### config.mk
export PLATFORM = sky130hd
export DESIGN_NAME = serial_addsub
export DESIGN_NICKNAME = d
export VERILOG_FILES = /design/src/rtl/serial_arith_pkg.sv /design/src/rtl/serial_digit_adder.sv /design/src/rtl/serial_addsub.sv
export SDC_FILE = /design/constraint.sdc
export NUM_CORES = 1
export LEC_CHECK = 0
export CAP_MARGIN = 20
export CORE_ASPECT_RATIO = 1.4
export CORE_MARGIN = 3
export CORE_UTILIZATION = 43
export CTS_BUF_LIST = sky130_fd_sc_hd__clkbuf_4
export DETAILED_ROUTE_END_ITERATION = 7
export GPL_ROUTABILITY_DRIVEN = 1
export PLACE_DENSITY_LB_ADDON = 0.05
export SLEW_MARGIN = 20
export SYNTH_ARGS = -nofsm -noshare
export SYNTH_HDL_FRONTEND = slang
export SYNTH_HIERARCHICAL = 1
export SYNTH_SLANG_ARGS = --single-unit
### constraint.sdc
create_clock -name clock -period 2.2 [get_ports clock]
set_input_delay 0.44 -clock clock [delete_from_list [all_inputs] [get_ports clock]]
set_output_delay 0.44 -clock clock [all_outputs]
set_load 0.05 [all_outputs]
### src/rtl/serial_arith_pkg.sv
// Shared definitions for the digit-serial add/subtract datapath: FSM encoding
// and elaboration-time helpers for the digit count and counter width.
package serial_arith_pkg;

    typedef enum logic [1:0] {
        IDLE = 2'd0,
        RUN  = 2'd1,
        DONE = 2'd2
    } state_t;

    function automatic int num_digits(input int width, input int digit);
        return width / digit;
    endfunction

    // A single-digit operation still needs a 1-bit counter to exist.
    function automatic int cnt_width(input int n);
        return (n <= 1) ? 1 : $clog2(n);
    endfunction

endpackage

### src/rtl/serial_digit_adder.sv
// Combinational DIGIT-bit ripple slice. Exposes the carry into the slice MSB so
// the caller can derive signed overflow the same way for any digit size.
module serial_digit_adder #(
    parameter int DIGIT = 1
) (
    input  logic [DIGIT-1:0] a,
    input  logic [DIGIT-1:0] b,
    input  logic             cin,
    output logic [DIGIT-1:0] s,
    output logic             cout,
    output logic             c_msb_in
);

    logic [DIGIT:0] c;

    assign c[0] = cin;

    generate
        for (genvar gi = 0; gi < DIGIT; gi++) begin : g_bit
            assign s[gi]    = a[gi] ^ b[gi] ^ c[gi];
            assign c[gi+1]  = (a[gi] & b[gi]) | (c[gi] & (a[gi] ^ b[gi]));
        end
    endgenerate

    assign cout     = c[DIGIT];
    assign c_msb_in = c[DIGIT-1];

endmodule

### src/rtl/serial_addsub.sv
// Handshaked digit-serial adder/subtractor: DIGIT bits per clock, LSB first,
// registered carry; results update only when an operation completes.
module serial_addsub
    import serial_arith_pkg::*;
#(
    parameter int WIDTH = 8,
    parameter int DIGIT = 1
) (
    input  logic             clock,
    input  logic             reset,
    input  logic             start,
    input  logic             sub,
    input  logic [WIDTH-1:0] A,
    input  logic [WIDTH-1:0] B,
    output logic             ready,
    output logic             busy,
    output logic             done,
    output logic [WIDTH-1:0] sum,
    output logic             carry_out,
    output logic             overflow
);

    localparam int N  = num_digits(WIDTH, DIGIT);
    localparam int CW = cnt_width(N);
    localparam logic [CW-1:0] CNT_LAST = CW'(N - 1);

    generate
        if (WIDTH < 2 || DIGIT < 1 || (WIDTH % DIGIT) != 0) begin : g_bad_params
            $error("serial_addsub: WIDTH must be >= 2 and a multiple of DIGIT");
        end
    endgenerate

    state_t           state_q, state_d;
    logic [WIDTH-1:0] sa_q, sa_d;
    logic [WIDTH-1:0] sb_q, sb_d;
    logic [WIDTH-1:0] res_q, res_d;
    logic             carry_q, carry_d;
    logic [CW-1:0]    cnt_q, cnt_d;
    logic [WIDTH-1:0] sum_q, sum_d;
    logic             cout_q, cout_d;
    logic             ovf_q, ovf_d;

    logic [DIGIT-1:0]       dig_s;
    logic                   dig_cout;
    logic                   dig_cmsb;
    logic [WIDTH+DIGIT-1:0] res_cat;
    logic [WIDTH-1:0]       res_shift;

    serial_digit_adder #(
        .DIGIT (DIGIT)
    ) u_digit (
        .a        (sa_q[DIGIT-1:0]),
        .b        (sb_q[DIGIT-1:0]),
        .cin      (carry_q),
        .s        (dig_s),
        .cout     (dig_cout),
        .c_msb_in (dig_cmsb)
    );

    // New digit enters at the MSB end; after N shifts the first digit sits at bit 0.
    assign res_cat   = {dig_s, res_q};
    assign res_shift = res_cat[WIDTH+DIGIT-1:DIGIT];

    always_ff @(posedge clock or negedge reset) begin
        if (!reset) begin
            state_q <= IDLE;
            sa_q    <= '0;
            sb_q    <= '0;
            res_q   <= '0;
            carry_q <= 1'b0;
            cnt_q   <= '0;
            sum_q   <= '0;
            cout_q  <= 1'b0;
            ovf_q   <= 1'b0;
        end else begin
            state_q <= state_d;
            sa_q    <= sa_d;
            sb_q    <= sb_d;
            res_q   <= res_d;
            carry_q <= carry_d;
            cnt_q   <= cnt_d;
            sum_q   <= sum_d;
            cout_q  <= cout_d;
            ovf_q   <= ovf_d;
        end
    end

    always_comb begin
        state_d = state_q;
        sa_d    = sa_q;
        sb_d    = sb_q;
        res_d   = res_q;
        carry_d = carry_q;
        cnt_d   = cnt_q;
        sum_d   = sum_q;
        cout_d  = cout_q;
        ovf_d   = ovf_q;

        case (state_q)
            IDLE: begin
                if (start) begin
                    // Subtraction is A + ~B + 1: invert B and seed the carry.
                    sa_d    = A;
                    sb_d    = sub ? ~B : B;
                    carry_d = sub;
                    cnt_d   = CNT_LAST;
                    state_d = RUN;
                end
            end
            RUN: begin
                sa_d    = sa_q >> DIGIT;
                sb_d    = sb_q >> DIGIT;
                res_d   = res_shift;
                carry_d = dig_cout;
                if (cnt_q == '0) begin
                    sum_d   = res_shift;
                    cout_d  = dig_cout;
                    ovf_d   = dig_cmsb ^ dig_cout;
                    state_d = DONE;
                end else begin
                    cnt_d = cnt_q - CW'(1);
                end
            end
            DONE: begin
                state_d = IDLE;
            end
            default: begin
                state_d = IDLE;
            end
        endcase
    end

    assign ready     = (state_q == IDLE);
    assign busy      = (state_q == RUN);
    assign done      = (state_q == DONE);
    assign sum       = sum_q;
    assign carry_out = cout_q;
    assign overflow  = ovf_q;

endmodule

==> results of run 1 <==
## cell usage after synthesis, drive strengths merged (2+ instances only)
| cell | count | share of area |
|---|---|---|
| a21oi | 11 | 0.028 |
| a221o | 5 | 0.028 |
| a22oi | 10 | 0.039 |
| and2b | 5 | 0.019 |
| buf | 11 | 0.039 |
| clkbuf | 2 | 0.0039 |
| dfrtp | 39 | 0.50 |
| ha | 2 | 0.013 |
| inv | 8 | 0.016 |
| mux2 | 18 | 0.12 |
| nand2 | 6 | 0.012 |
| nor2 | 4 | 0.0078 |
| nor2b | 9 | 0.029 |
| o211ai | 2 | 0.0078 |
| o21ai | 10 | 0.026 |
| o32ai | 5 | 0.023 |
| xnor2 | 8 | 0.036 |
## registers in the layout, indices dropped and copies added (netlist names)
signal / cells
carry_q: 1
sb_q: 8
cnt_q: 3
res_q: 7
sa_q: 8
state_q: 2
overflow: 1
sum: 8
carry_out: 1
## cells by family (layout without fill, tap and decap cells)
kind of cell | after synthesis | after routing | synth area share
muxes | 18 | 18 | 0.118
adders and majority gates | 3 | 3 | 0.0233
buffers and inverters | 21 | 59 | 0.0589
xor gates and xnor gates | 9 | 9 | 0.0408
AOI/OAI and AO/OA | 45 | 45 | 0.170
and+or+nand+nor | 27 | 27 | 0.0835
DFF | 39 | 39 | 0.505
## cells in the final DEF, fill, tap and decap left out, types with 6 or more instances in the layout
cell type | synthesis | layout
a21oi_1 | 11 | 11
a22oi_1 | 10 | 10
buf_4 | 1 | 10
clkdlybuf4s50_1 | 0 | 28
dfrtp_1 | 39 | 38
inv_1 | 8 | 8
mux2_2 | 11 | 11
mux2_4 | 7 | 7
nand2_1 | 6 | 6
nor2b_1 | 9 | 8
o21ai_0 | 10 | 10
xnor2_1 | 8 | 8
## cell type report
cell class                      instances  area (um2)  share of cell area
Timing Repair Buffer                   43         430               0.176
Sequential cell                        39         977               0.401
Multi-Input combinational cell        102         846               0.347
Inverter                                8        30.0              0.0123
Tap cell                               60        75.1              0.0308
Clock inverter                          3        43.8              0.0179
Clock buffer                            5        37.5              0.0154
## stage by stage
| step | setup slack (ps) | std cells |
|---|---|---|
| final | 175 | 260 |
| after floorplan | 191 | 162 |
| after CTS | 57.4 | 260 |
| after detailed placement | 237 | 251 |
| after global routing | 37.2 | 260 |
| after global placement | 275 | 251 |
## where the power goes
group	switching [mW]	internal (mW)	total (mW)	leakage, nW
combinational	0.809	0.754	1.56	0.517
clock	0.245	0.239	0.484	0.0452
sequential	0.257	1.02	1.28	0.492
## path summary, 6_finish.rpt
path	end	slack, ps	depth (start not counted)
setup / recovery	busy	170	2
hold / removal	sum[5]$_DFFE_PN0P_	520	1
setup reg to reg	res_q[7]$_DFFE_PN0N_	490	3
hold reg to reg	sum[5]$_DFFE_PN0P_	520	1
max in group asynchronous	state_q[1]$_DFFE_PN0P_	1160	3
min in group asynchronous	sum[2]$_DFFE_PN0P_	530	2
## routing by layer
layer | GRT usage | vias to the layer above | part of all wire
met3 | 0.0358 | 4 | 0.037
li1 | - | 647 | -
met2 | 0.291 | 38 | 0.53
met5 | 0 | - | 0
met1 | 0.199 | 703 | 0.42
met4 | 0.0522 | 0 | 0.0099
## timing repair
item                       CTS  global route
setup endpoints to repair    0             3
hold buffers                 1             0
gates resized for setup      0             1
hold endpoints to repair    15             0
## worst max-delay path: stages (launching register included)
cell	delay, ps
dfrtp_1	620
nor2b_2	440
buf_12	190
==> impl_metrics.py, run 1 <==
metrics = {
    "sta": {
        "hold_ws_ps": 524,
        "tns_ps": 0,
        "max_freq_ghz": 0.494,
        "min_period_ps": 2030,
        "skew_ps": 9.92,
        "slew_headroom": 0.669,
        "rsz0062_at_grt": "no",
        "drv_slew": 0,
        "setup_viol_count_final": 0,
        "worst_slew_pin_slew_ps": 495,
        "fin_crit_sh": 0.921,
        "hold_viol": 0,
    },
    "synth": {
        "synth_edf_count": 0,
        "async_flop_share": 1.00,
        "syn_avg_cell_area_um2": 11.9,
        "syn-num-nets": 185,
        "mappedNetlistArea_mm2": 0.00193,
        "synth_cell_type_count": 28,
        "yosysSeqAreaShare": 0.505,
        "syn_inst": 162,
        "yosys_most_used_dff": "dfrtp_1",
        "ys.warnings.count": 6,
        "ys_ff_latch": 39,
    },
    "cells_and_area": {
        "nNetsFinal": 222,
        "diodes": 0,
        "area_growth_pct": 26.2,
        "drive_gt1_frac": 0.235,
        "fillerInstances": 387,
        "fin_area_mm2": 0.00244,
        "final_core_util": 0.571,
    },
    "placed_design": {
        "dpl.hpwl_um": 2970,
        "io_buffers": 32,
        "place_area_mm2": 0.00235,
        "place_congestion": 0.747,
    },
    "cts": {
        "clock_sinks": 39,
        "cts_setup_buffers": 0,
        "numCtsBuffers": 5,
        "cts_tree": "yes",
        "htreeDepth": 2,
        "clkTransAtPathRegs_ps": 120,
        "clock_latency_ps": 350,
        "cts_max_path_buffers": 2,
        "root_buffer": "clkbuf_4",
    },
    "grt": {
        "grt_use_total": 0.165,
        "grt_max_degree": 21,
        "grt_pass1_vias": 1468,
        "antenna_found_initial": 0,
        "grt_pass1_wl_um": 7070,
        "grt-ovfl-total": 0,
    },
    "power": {
        "power.leakage_nw": 1.05,
        "peakVddDrop_mv": 0.609,
        "powerDensity_mw_per_mm2": 1360,
        "fin_total_pwr_mw": 3.33,
    },
    "critical_path": {
        "required_ps": 1760,
        "cp_max_fo": 15,
        "cp_data_arrival_time_ps": 1590,
        "end_kind": "output port",
        "startpoint": "state_q[0]$_DFFE_PN0P_",
        "rr_startpoint": "state_q[0]$_DFFE_PN0P_",
        "cp-start-kind": "flip-flop",
        "worstSetupPathType": "reg2out",
    },
    "detailed_routing": {
        "wirelength_um": 4050,
        "post-route-drc-count": 0,
        "final_antenna_net_count": 0,
        "drt_iter0_drc": 54,
        "wl_per_cell_um": 15.6,
        "vias": 1392,
        "via_per_inst": 5.35,
        "first_pass_iters": 4,
    },
    "run": {
        "cap_violations": 0,
    },
    "die": {
        "design.die.area_mm2": 0.00535,
        "coreArea_mm2": 0.00427,
        "die_h_um": 85.3,
        "rows": 28,
        "ioPinCount": 33,
        "start_util": 0.452,
        "die_x_um": 62.7,
    },
    "hold_path": {
        "hp-start": "sum[5]$_DFFE_PN0P_",
        "hold_class": "reg2reg",
    },
    "outcome": {
        "status": "finished clean",
    },
}
(Power assumes the default switching activity.)
==> inputs of run 2 (changes only) <==
Settings changed: ABC_CLOCK_PERIOD_IN_PS set to 2200.
==> results of run 2 <==
The final DEF is identical to that of run 1; final timing and power are the same.
==> inputs of run 3 (changes only) <==
Settings changed: CTS_CLUSTER_SIZE set to 16, GPL_ROUTABILITY_DRIVEN 1 to unset.
==> results of run 3 <==
The final DEF is identical to that of run 1; final timing and power are the same.
